## src/rtl/trigger_event_buffer_if.sv

```systemverilog
// trigger_event_buffer_if: trigger capture inputs and FIFO readout bundle.
// slave = buffer side, master = trigger source / readout side.
interface trigger_event_buffer_if #(
    parameter int TS_WIDTH   = 32,
    parameter int DEPTH_LOG2 = 4
);
    logic                    TRIGGER_IN;
    logic                    SIGNAL1;
    logic                    SIGNAL2;
    logic                    read_mode;
    logic                    RD_EN;
    logic [TS_WIDTH+1:0]     DATA_OUT;
    logic                    DATA_VALID;
    logic                    EMPTY;
    logic                    FULL;
    logic [DEPTH_LOG2:0]     COUNT;
    logic [15:0]             DROPPED;
    logic [15:0]             RATE_OUT;

    modport slave (
        input  TRIGGER_IN, SIGNAL1, SIGNAL2, read_mode, RD_EN,
        output DATA_OUT, DATA_VALID, EMPTY, FULL, COUNT,
        output DROPPED, RATE_OUT
    );

    modport master (
        output TRIGGER_IN, SIGNAL1, SIGNAL2, read_mode, RD_EN,
        input  DATA_OUT, DATA_VALID, EMPTY, FULL, COUNT,
        input  DROPPED, RATE_OUT
    );
endinterface

```

## src/rtl/trigger_event_buffer.sv

```systemverilog
// trigger_event_buffer: timestamps trigger edges into a FIFO for readout.
// Optional RATE_COUNTER_EN adds a per-window accepted-trigger rate counter.
module trigger_event_buffer #(
    parameter int TS_WIDTH     = 32,
    parameter int DEPTH_LOG2   = 4,
    parameter int WINDOW_TICKS = 12000000
) (
    input  logic                 CLK,
    input  logic                 RESET,
    trigger_event_buffer_if.slave bus
);
    localparam int DEPTH = 1 << DEPTH_LOG2;
    localparam int RW    = TS_WIDTH + 2;
    localparam int CW    = DEPTH_LOG2 + 1;

    logic [TS_WIDTH-1:0]   r_ts;
    logic                  r_trig_d;
    logic [DEPTH_LOG2-1:0] r_wptr;
    logic [DEPTH_LOG2-1:0] r_rptr;
    logic [CW-1:0]         r_count;
    logic [RW-1:0]         r_mem [DEPTH];
    logic [RW-1:0]         r_dout;
    logic                  r_dvalid;
    logic [15:0]           r_dropped;

    logic                  w_event;
    logic                  w_full;
    logic                  w_empty;
    logic                  w_pop;
    logic                  w_accept;
    logic                  w_drop;
    logic [RW-1:0]         w_rec;

    assign w_event  = bus.TRIGGER_IN & ~r_trig_d;
    assign w_full   = (r_count == CW'(DEPTH));
    assign w_empty  = (r_count == '0);
    assign w_pop    = bus.RD_EN & ~w_empty;
    // A pop in the same cycle frees the slot, so a full FIFO can still accept.
    assign w_accept = w_event & ~bus.read_mode & (~w_full | w_pop);
    assign w_drop   = w_event & ~w_accept;
    assign w_rec    = {bus.SIGNAL1, bus.SIGNAL2, r_ts};

    // Free-running timestamp and trigger edge history.
    always_ff @(posedge CLK) begin
        if (RESET) begin
            r_ts     <= '0;
            r_trig_d <= 1'b0;
        end else begin
            r_ts     <= r_ts + TS_WIDTH'(1);
            r_trig_d <= bus.TRIGGER_IN;
        end
    end

    // Record storage; contents are don't-care until pointed at.
    always_ff @(posedge CLK) begin
        if (w_accept) begin
            r_mem[r_wptr] <= w_rec;
        end
    end

    // Pointers and occupancy; simultaneous write+pop leaves COUNT as is.
    always_ff @(posedge CLK) begin
        if (RESET) begin
            r_wptr  <= '0;
            r_rptr  <= '0;
            r_count <= '0;
        end else begin
            if (w_accept) begin
                r_wptr <= r_wptr + DEPTH_LOG2'(1);
            end
            if (w_pop) begin
                r_rptr <= r_rptr + DEPTH_LOG2'(1);
            end
            if (w_accept && !w_pop) begin
                r_count <= r_count + CW'(1);
            end else if (!w_accept && w_pop) begin
                r_count <= r_count - CW'(1);
            end
        end
    end

    // Readout register: holds the last popped record, strobes valid once.
    always_ff @(posedge CLK) begin
        if (RESET) begin
            r_dout   <= '0;
            r_dvalid <= 1'b0;
        end else begin
            r_dvalid <= w_pop;
            if (w_pop) begin
                r_dout <= r_mem[r_rptr];
            end
        end
    end

    // Saturating count of triggers lost to overflow or read_mode.
    always_ff @(posedge CLK) begin
        if (RESET) begin
            r_dropped <= '0;
        end else if (w_drop && (r_dropped != 16'hFFFF)) begin
            r_dropped <= r_dropped + 16'd1;
        end
    end

`ifdef RATE_COUNTER_EN
    localparam int WIN_W = (WINDOW_TICKS > 1) ? $clog2(WINDOW_TICKS) : 1;

    logic [WIN_W-1:0] r_win;
    logic [15:0]      r_rate_cnt;
    logic [15:0]      r_rate_out;
    logic             w_win_end;

    assign w_win_end = (r_win == WIN_W'(WINDOW_TICKS - 1));

    // Window timer; a write on the closing cycle belongs to the next window.
    always_ff @(posedge CLK) begin
        if (RESET) begin
            r_win      <= '0;
            r_rate_cnt <= '0;
            r_rate_out <= '0;
        end else if (w_win_end) begin
            r_win      <= '0;
            r_rate_out <= r_rate_cnt;
            r_rate_cnt <= {15'd0, w_accept};
        end else begin
            r_win <= r_win + WIN_W'(1);
            if (w_accept && (r_rate_cnt != 16'hFFFF)) begin
                r_rate_cnt <= r_rate_cnt + 16'd1;
            end
        end
    end

    assign bus.RATE_OUT = r_rate_out;
`else
    localparam int unused_window = WINDOW_TICKS;

    assign bus.RATE_OUT = 16'd0;
`endif

    assign bus.DATA_OUT   = r_dout;
    assign bus.DATA_VALID = r_dvalid;
    assign bus.EMPTY      = w_empty;
    assign bus.FULL       = w_full;
    assign bus.COUNT      = r_count;
    assign bus.DROPPED    = r_dropped;
endmodule

```

## src/flat_wrapper.sv

```systemverilog
// flat-port wrapper written by rule: the top's interface ports become plain ports
module trigger_event_buffer_flat 
#(
    parameter int TS_WIDTH     = 32,
    parameter int DEPTH_LOG2   = 4,
    parameter int WINDOW_TICKS = 12000000
)
  (CLK, RESET, bus_TRIGGER_IN, bus_SIGNAL1, bus_SIGNAL2, bus_read_mode, bus_RD_EN, bus_DATA_OUT, bus_DATA_VALID, bus_EMPTY, bus_FULL, bus_COUNT, bus_DROPPED, bus_RATE_OUT);
  trigger_event_buffer_if #(.TS_WIDTH(TS_WIDTH), .DEPTH_LOG2(DEPTH_LOG2)) bus_i ();
  input  logic CLK;
  input  logic RESET;
  input wire logic [$bits(bus_i.TRIGGER_IN)-1:0] bus_TRIGGER_IN;
  input wire logic [$bits(bus_i.SIGNAL1)-1:0] bus_SIGNAL1;
  input wire logic [$bits(bus_i.SIGNAL2)-1:0] bus_SIGNAL2;
  input wire logic [$bits(bus_i.read_mode)-1:0] bus_read_mode;
  input wire logic [$bits(bus_i.RD_EN)-1:0] bus_RD_EN;
  output wire logic [$bits(bus_i.DATA_OUT)-1:0] bus_DATA_OUT;
  output wire logic [$bits(bus_i.DATA_VALID)-1:0] bus_DATA_VALID;
  output wire logic [$bits(bus_i.EMPTY)-1:0] bus_EMPTY;
  output wire logic [$bits(bus_i.FULL)-1:0] bus_FULL;
  output wire logic [$bits(bus_i.COUNT)-1:0] bus_COUNT;
  output wire logic [$bits(bus_i.DROPPED)-1:0] bus_DROPPED;
  output wire logic [$bits(bus_i.RATE_OUT)-1:0] bus_RATE_OUT;
  assign bus_i.TRIGGER_IN = bus_TRIGGER_IN;
  assign bus_i.SIGNAL1 = bus_SIGNAL1;
  assign bus_i.SIGNAL2 = bus_SIGNAL2;
  assign bus_i.read_mode = bus_read_mode;
  assign bus_i.RD_EN = bus_RD_EN;
  assign bus_DATA_OUT = bus_i.DATA_OUT;
  assign bus_DATA_VALID = bus_i.DATA_VALID;
  assign bus_EMPTY = bus_i.EMPTY;
  assign bus_FULL = bus_i.FULL;
  assign bus_COUNT = bus_i.COUNT;
  assign bus_DROPPED = bus_i.DROPPED;
  assign bus_RATE_OUT = bus_i.RATE_OUT;
  trigger_event_buffer #(.TS_WIDTH(TS_WIDTH), .DEPTH_LOG2(DEPTH_LOG2), .WINDOW_TICKS(WINDOW_TICKS)) u_core (.CLK(CLK), .RESET(RESET), .bus(bus_i));
endmodule
```

## config.mk

```make
export PLATFORM = sky130hd
export DESIGN_NAME = trigger_event_buffer_flat
export DESIGN_NICKNAME = d
export VERILOG_FILES = /design/src/rtl/trigger_event_buffer_if.sv /design/src/rtl/trigger_event_buffer.sv /design/src/flat_wrapper.sv
export SDC_FILE = /design/constraint.sdc
export NUM_CORES = 1
export LEC_CHECK = 0
export CAP_MARGIN = 25
export CORE_MARGIN = 5
export CORE_UTILIZATION = 35
export DETAILED_ROUTE_END_ITERATION = 16
export SYNTH_ARGS = -nofsm -noshare
export SYNTH_HDL_FRONTEND = slang
export SYNTH_SLANG_ARGS = --single-unit
```

## constraint.sdc

```tcl
create_clock -name CLK -period 5.2 [get_ports CLK]
set_input_delay 0.78 -clock CLK [delete_from_list [all_inputs] [get_ports CLK]]
set_output_delay 0.78 -clock CLK [all_outputs]
set_load 0.05 [all_outputs]
```

=== Word-level counts from Yosys, hierarchy flattened ===
Memory sizes are Yosys's and may differ from the RTL's. A register that Yosys moved wholly into a read port is not among the register bits.
Index checks and enable logic that the tools add are counted.
W data, S select, Z words.

* Bits in registers: 63
* Memories: 1
* Word-level logic and storage cells: 38
* Memory bits (writable): 544
* Input bits: 7

* Mux-type cells: 4
* Add/sub/neg operators: 6
* Reductions and logical operators: 7
* Bitwise gates (word level): 11
* Equality and inequality tests: 2

{| class="wikitable"
|+ Memory list
! name !! depth !! width !! read ports !! clocked after Yosys merged registers in !! write ports !! line !! source
|-
| u_core.r_mem || 16 || 34 || 1 || 1 || 1 || trigger_event_buffer.sv:21 || <nowiki>logic [RW-1:0] r_mem [DEPTH];</nowiki>
|}

{| class="wikitable"
|+ Operator list
! operator !! number
|-
| $add A32 B1 Y32 const B || 1
|-
| $add A16 B1 Y16 const B || 1
|-
| $ne A16 B16 Y1 const B || 1
|-
| $mux W5 || 2
|-
| $add A4 B1 Y4 const B || 2
|-
| $add A5 B1 Y5 const B || 1
|-
| $and A1 B1 Y1 || 5
|-
| $eq A5 B5 Y1 const B || 1
|-
| $logic_not A5 Y1 || 1
|-
| $not A1 Y1 || 5
|-
| $sub A5 B1 Y5 const B || 1
|-
| $logic_and A1 B1 Y1 || 3
|-
| $logic_not A1 Y1 || 2
|-
| $mux W1 || 2
|-
| $reduce_bool A2 Y1 || 1
|-
| $or A1 B1 Y1 || 1
|}

=== Depth between registers and ports, before layout ===
Gate-level depths: netlist of the first run.

* Depth after elaboration: 9
* Mapped depth: 11

=== Least setup slack after synthesis of the first run ===
No wires, ideal clock.

* Path type: reg-to-reg
* Start: register u_core.r_count[0] (netlist: u_core.bus.COUNT[0])
* End: memory u_core.r_mem[3][0] (netlist name) (enable)
* Slack: 0.746 ns
* Period minus slack after synthesis: 4.454 ns
* Path buffers: 0
* Data required time: 4.733 ns
* Data arrival time: 3.987 ns
* Cell stages (with the launch flop): 5
* Cell sequence: dfxtp_1 -> nor4_2 -> a311oi_2 -> nand2_1 -> nor3_1

* Longest elaborated chain between the ends: 7

{| class="wikitable"
|+ Ends and longest elaborated chain
! what !! line !! source
|-
| start, declared || trigger_event_buffer.sv:20 || <nowiki>logic [CW-1:0] r_count;</nowiki>
|-
| start signal, assigned || trigger_event_buffer.sv:75 || <nowiki>r_count <= r_count + CW'(1);</nowiki>
|-
| start signal, assigned || trigger_event_buffer.sv:77 || <nowiki>r_count <= r_count - CW'(1);</nowiki>
|-
| $logic_not A5 Y1 || trigger_event_buffer.sv:36 || <nowiki>assign w_empty = (r_count == '0);</nowiki>
|-
| $not A1 Y1 || trigger_event_buffer.sv:37 || <nowiki>assign w_pop = bus.RD_EN & ~w_empty;</nowiki>
|-
| $and A1 B1 Y1 || trigger_event_buffer.sv:37 ||
|-
| $or A1 B1 Y1 (*) || trigger_event_buffer.sv:39 || <nowiki>assign w_accept = w_event & ~bus.read_mode & (~w_full | w_pop);</nowiki>
|-
| $and A1 B1 Y1 (*) || trigger_event_buffer.sv:39 ||
|-
| net u_core.w_accept || trigger_event_buffer.sv:30 || <nowiki>logic w_accept;</nowiki>
|-
| $mux W1 (*) || trigger_event_buffer.sv:56 || <nowiki>if (w_accept) begin</nowiki>
|-
| $mux W1 (not written as such) (*) || trigger_event_buffer.sv:57 || <nowiki>r_mem[r_wptr] <= w_rec;</nowiki>
|-
| end, declared || trigger_event_buffer.sv:21 ||
|}

Mark *: on every way through the listed nets, which the timed path passes. The rest lies on a longest branch.

=== Worst setup path in the final report of the first run ===
* Start: input bus_TRIGGER_IN
* End: register u_core.r_count[4] (netlist: u_core.bus.COUNT[4])

* Longest elaborated chain between the ends: 6

{| class="wikitable"
|+ Ends and longest elaborated chain
! what !! line !! source
|-
| start, declared || flat_wrapper.sv:12 || <nowiki>input wire logic [$bits(bus_i.TRIGGER_IN)-1:0] bus_TRIGGER_IN;</nowiki>
|-
| $and A1 B1 Y1 (*) || trigger_event_buffer.sv:34 || <nowiki>assign w_event = bus.TRIGGER_IN & ~r_trig_d;</nowiki>
|-
| $and A1 B1 Y1 (*) (2 in a row) || trigger_event_buffer.sv:39 ||
|-
| net u_core.w_accept || trigger_event_buffer.sv:30 ||
|-
| $logic_not A1 Y1 || trigger_event_buffer.sv:76 || <nowiki>end else if (!w_accept && w_pop) begin</nowiki>
|-
| $logic_and A1 B1 Y1 || trigger_event_buffer.sv:76 ||
|-
| $reduce_bool A2 Y1 (no line) || - ||
|}

Marked as above.
A chain may end at the register's enable or synchronous reset.

==> impl_metrics.ini, run 1 <==
[floorplan]
start_util_pct = 35.5
core_area_um2 = 70300
io_pins = 81
die_h_um = 277
fp.dieArea_um2 = 76600
rows = 97
die_w_um = 277

[drt]
ant_nets = 0
num_vias = 12000
avgRoutedWirePerCell_um = 21.8
vias_per_cell = 5.00
drc = 0
drtIter0Drc = 902
routed_wl_mm = 52.3
first_pass_iters = 5

[hold_path]
min-delay-start = u_core.bus.DATA_OUT[9]
hold_path_class = register to register
min_to = u_core.bus.DATA_OUT[9]
hold_depth = 2

[timing]
hold_violations = 0
layout_setup_ws_ps = 1940
worst_slew_pin_slew_ps = 1070
setup_viol = 0
post-route-min-period_ps = 3260
fin_setup_tns_ps = 0
slew_violations = 0
period_share_pct = 62.6
rsz0062_at_grt = false
max_freq_mhz = 307
skew_ps = 17.7
slew_headroom_pct = 28.7
whs_ps = 488

[worst_setup_path]
cp_slowest_cell = a311oi_2
path_buf_inv = 2
rr_worst_depth = 10
path_class = input port to register
crit_top_cell = ha_1
r2r_start = u_core.bus.COUNT[0]
rrSetupSlack_ps = 2130
cp_cell_sequence = clkdlybuf4s50_1 -> nand2b_1 -> a311oi_2 -> ha_1 -> inv_1 -> ha_1 -> a21o_1 -> a21oi_1 -> mux2i_1 -> mux2_2
cp-end-kind = register
crit_fanout = 9
path_delay_family = compound AO/OA/AOI/OAI gates
slowest_delay_ps = 660
cp-start-kind = input port
crit_arrival_ps = 3730
cp.required_ps = 5670
crit-reg2reg-capture = u_core.bus.COUNT[4]

[global_routing]
antenna_found_initial = 0
grt_pass1_wl_mm = 79.7
grt_overflow = 0
grt_usage_pct = 13.5
grt_pass1_vias = 12500
grt_max_degree = 74

[logic_synthesis]
synth_edf_count = 544
synth_cell_types = 50
synth_cells = 1308
syn_avg_cell_area_um2 = 19.0
yosysSeqAreaShare_pct = 73.4
synth_async_sr_flop_share_pct = 0
yosysWarnings = 0
synthFlopType = edfxtp_1
synth-seq-cells = 641
syn-cell-area_um2 = 24900

[outcome]
status = finished clean

[cts]
cts_root_buffer = clkbuf_16
cts-resized-gates = 0
cts_buffers = 68
cts_buffer_depth = 3
insertion_delay_ps = 600
ctsHoldBuffers = 0
cts_sinks = 641
cts_tree = built
cts_setup_buffers = 0
htreeDepth = 3
clk_pin_slew_ps = 60

[cells_and_area]
drive_gt1_share_pct = 26.2
final_core_util_pct = 41.1
syn2layout_area_growth_pct = 15.9
postLayoutCellArea_um2 = 28900
n_antenna_cell = 0
finalNetCount = 1428

[run]
cap_viol_max_count = 0

[placement]
dp_slack_ps = 1350
portBuffers = 64
place.gp.congestion = 0.764
postPlaceCellArea_um2 = 26800
dpl.hpwl_mm = 30.0

[power_and_ir_drop]
vdd_drop_max_mv = 0.514
p_leak_nw = 9.12
cellPowerDensity_nw_per_um2 = 430
[tightest hold or removal path: stages, from the launching register on]
cell	delay, ps
dfxtp_1	320
a22oi_1	80
nand2_1	60
[worst max path at each step]
| stage | start | endpoint | slack [ps] | cells past startpoint |
|---|---|---|---|---|
| 6_report | bus_TRIGGER_IN | u_core.bus.COUNT[4] | 1940 | 10 |
| 5_1_grt | bus_TRIGGER_IN | u_core.r_mem[7][13] | 1790 | 6 |
| 4_1_cts | u_core.bus.COUNT[0] | bus_EMPTY | 1920 | 3 |
| 3_5_place_dp | bus_TRIGGER_IN | u_core.r_mem[7][19] | 1350 | 6 |
| 3_3_place_gp | bus_RD_EN | u_core.bus.COUNT[4] | 1370 | 10 |
| 2_1_floorplan | u_core.bus.COUNT[0] | u_core.r_mem[3][0] | 750 | 4 |
[final cells by class]
cell class	count	area (um2)
repair buffers	95	918
fillers	6198	41400
flip-flops and latches	641	18300
clock inverters	23	216
clock buffers	101	1880
well taps	940	1180
multi-input cells	589	6340
inverters	14	52.6
[cells in the final DEF (no fill, tap or decap), types with 7 or more instances in the layout]
cell and instances:
a22oi_2 20, xor2_1 33, mux2_2 69, buf_4 27, a22oi_1 14, nor2_4 13
nor2_1 69, clkinv_1 7, clkbuf_16 68, conb_1 16, nor4_2 7, nand2_1 87
xnor2_1 19, clkdlybuf4s50_1 63, dfxtp_1 94, inv_1 14, nand4_1 13, clkbuf_1 28
mux4_2 136, ha_1 11, nand3_1 20, a21oi_1 8, edfxtp_1 544
[metrics by stage]
step / instances / total power, mW
6_report: 2403 / 12.4
5_1_grt: 2403 / 12.9
4_1_cts: 2403 / 12.6
3_5_place_dp: 2279 / 7.98
3_3_place_gp: 2278 / 7.98
2_1_floorplan: 1323 / 7.38
[cells in the mapped netlist (2+ instances only)]
cell,number,area [um2]
edfxtp_1,544,16300
mux4_2,136,3060
dfxtp_1,97,1940
nand2_1,87,327
nor2_1,81,304
mux2_2,69,777
clkbuf_1,37,139
xor2_1,33,289
a22oi_2,20,250
nand3_1,20,100
xnor2_1,19,166
buf_4,18,135
buf_2,17,85.1
a22oi_1,14,105
inv_1,14,52.6
nand4_1,13,81.3
ha_1,11,138
a21oi_1,8,40.0
nor3_1,7,35.0
nor4_2,6,75.1
and2_1,4,25.0
and3_1,4,25.0
and4_1,4,35.0
buf_6,4,45.0
nand2b_1,4,25.0
buf_1,3,11.3
nor2b_1,3,18.8
nor4_1,3,18.8
a21o_1,2,15.0
mux2i_1,2,20.0
nor3b_1,2,15.0
nor4b_1,2,17.5
or2_2,2,12.5
or4_4,2,22.5
[sequential cells by signal, indices dropped and copies added (netlist names)]
register and cells:
u_core.bus.COUNT 5, u_core.bus.DATA_OUT 34, u_core.bus.DATA_VALID 1, u_core.bus.DROPPED 16, u_core.r_mem 544, u_core.r_rptr 4
u_core.r_trig_d 1, u_core.r_ts 32, u_core.r_wptr 4
[layer usage]
metal / GRT usage (%) / share of wire [%]
met5: 0 / 0
met4: 3.71 / 1.7
met3: 2.34 / 4.7
met2: 21.4 / 48
met1: 19.4 / 46
[power breakdown]
group	leakage, nW	total, mW	switching, mW	internal, mW
combinational	2.29	1.96	1.08	0.882
sequential	5.83	5.88	0.230	5.65
clock	1.01	4.58	1.92	2.66
[cells by family (layout without fill, tap and decap cells)]
kind of cell	after synthesis	in the layout	synth area share (%)
flip-flops	641	641	73.4
AND/OR/NAND/NOR	251	251	4.86
multiplexers	207	207	15.5
buffers and inverters	93	233	1.88
XOR/XNOR	52	52	1.83
AO/OA/AOI/OAI	51	51	1.92
adder cells (fa/ha/maj)	12	12	0.633
other	1	16	0.0151
Power figures use the tool's default switching activity.
==> inputs of run 2 (changes only) <==
==> constraint.sdc (replaced) <==
create_clock -name CLK -period 3 [get_ports CLK]
set_input_delay 0.45 -clock CLK [delete_from_list [all_inputs] [get_ports CLK]]
set_output_delay 0.45 -clock CLK [all_outputs]
set_load 0.05 [all_outputs]
==> run 2 against run 1 <==
Net effect:
- worst hold slack worse by 260 ps
- largest power group unchanged
- highest routed layer unchanged
- setup slack worse by 1800 ps
- combinational power is 85% higher
- sequential share of layout area is 1.6 points lower
==> impl_metrics.ini, run 2 (same netlist as run 1, synthesis figures left out) <==
[timing]
hold_violations = 0
post-route-min-period_ps = 2870
max_freq_mhz = 349
skew_ps = 22.2
worst_slew_pin_slew_ps = 679
fin_setup_tns_ps = 0
slew_headroom_pct = 54.6
setup_viol = 0
layout_setup_ws_ps = 133
whs_ps = 232
slew_violations = 0
period_share_pct = 95.6
rsz0062_at_grt = false

[cells_and_area]
final_cell_mix = edfxtp_1 (544), mux4_2 (136), dfxtp_1 (91)
final_core_util_pct = 42.2
syn2layout_area_growth_pct = 18.9
regMostFlops = u_core.r_mem
largest_reg_flops = 544
n_antenna_cell = 0
finalNetCount = 1478
final_common_cell = edfxtp_1
drive_gt1_share_pct = 29.2

[worst_setup_path]
cp-startpoint = u_core.bus.COUNT[0]
rr_worst_depth = 10
rrSetupSlack_ps = 260
crit-reg2reg-capture = u_core.bus.COUNT[4]
cp-start-kind = register
cp-end-kind = output port
crit_fanout = 6
r2r_start = u_core.bus.COUNT[0]
path_class = register to output port
cp.required_ps = 2550
crit_arrival_ps = 2420
cp-endpoint = bus_EMPTY

[placement]
dp_slack_ps = 18.6
portBuffers = 64
dpl.hpwl_mm = 31.3
place.gp.congestion = 0.737

[floorplan]
die_w_um = 277
start_util_pct = 35.5
rows = 97
core_area_um2 = 70300
die_h_um = 277
fp.dieArea_um2 = 76600
io_pins = 81

[cts]
ctsHoldBuffers = 0
htreeDepth = 3
insertion_delay_ps = 610
cts_setup_buffers = 0
clk_pin_slew_ps = 60
cts_buffers = 68
cts_tree = built
cts-resized-gates = 0
cts_buffer_depth = 3
cts_root_buffer = clkbuf_16
cts_sinks = 641

[global_routing]
grt_max_degree = 44
grt_overflow = 0
grt_pass1_vias = 13000
grt_pass1_wl_mm = 82.3
grt_usage_pct = 13.9
antenna_found_initial = 0

[power_and_ir_drop]
p_leak_nw = 9.49
vdd_drop_max_mv = 0.690
cellPowerDensity_nw_per_um2 = 743

[run]
cap_viol_max_count = 0

[drt]
drtIter0Drc = 890
first_pass_iters = 5
vias_per_cell = 4.96
drc = 0
num_vias = 12200
ant_nets = 0
routed_wl_mm = 53.6
avgRoutedWirePerCell_um = 21.8

[hold_path]
hold_path_class = input port to register

[outcome]
status = finished clean
## run 2: cell count changes in the layout (fill, tap and decap cells not counted), moves of 4 or more
| cell | change |
|---|---|
| buf_4 | +34 |
| buf_12 | +16 |
| clkbuf_1 | -7 |
| inv_6 | -4 |
| nor3_2 | -4 |
| nor3_4 | +4 |
## run 2: worst max-delay path, stage by stage (launching register included)
cell and delay (ps):
dfxtp_2 350, or4_4 550, nor2_1 100, clkdlybuf4s50_1 810
## run 2: worst min-delay path by stage
stage | from | to | slack (ps) | cells after the start
6_report | RESET | u_core.bus.DROPPED[14] | 230 | 4
5_1_grt | RESET | u_core.bus.DROPPED[14] | 280 | 4
4_1_cts | RESET | u_core.bus.DROPPED[14] | 200 | 4
3_5_place_dp | u_core.bus.DATA_OUT[6] | u_core.bus.DATA_OUT[6] | 480 | 2
3_3_place_gp | u_core.bus.DATA_OUT[16] | u_core.bus.DATA_OUT[16] | 480 | 2
2_1_floorplan | u_core.r_rptr[3] | u_core.r_rptr[3] | 520 | 2
## run 2: where the power goes
| group | total (mW) | internal, mW | switching, mW |
|---|---|---|---|
| clock | 8.33 | 4.91 | 3.42 |
| combinational | 3.63 | 1.63 | 2.00 |
| sequential | 10.0 | 9.79 | 0.253 |
| total | 22.0 | 16.3 | 5.68 |
## run 2: area by class of cell
type                            count  area (um2)
Tap cell                          940        1180
Clock buffer                       97        1900
Multi-Input combinational cell    589        6370
Sequential cell                   641       18300
Inverter                           14        52.6
Timing Repair Buffer              145        1490
Fill cell                        6119       40600
Clock inverter                     29         339
## run 2: per-stage QoR
stage                     total power, mW  std cells  cell area [um2]
after floorplan                      12.8       1323            25000
after global placement               13.9       2329            27400
after detailed placement             13.9       2329            27400
after CTS                            22.3       2455            29600
after global routing                 22.9       2455            29600
final                                22.0       2455            29600
## run 2: metal layers
metal	part of all wire [%]	track usage (%)	vias up
met1	44	18.6	6392
met2	50	23.6	272
met3	4.3	2.48	70
met4	1.9	3.85	0
li1	-	-	5448
met5	0	0	-
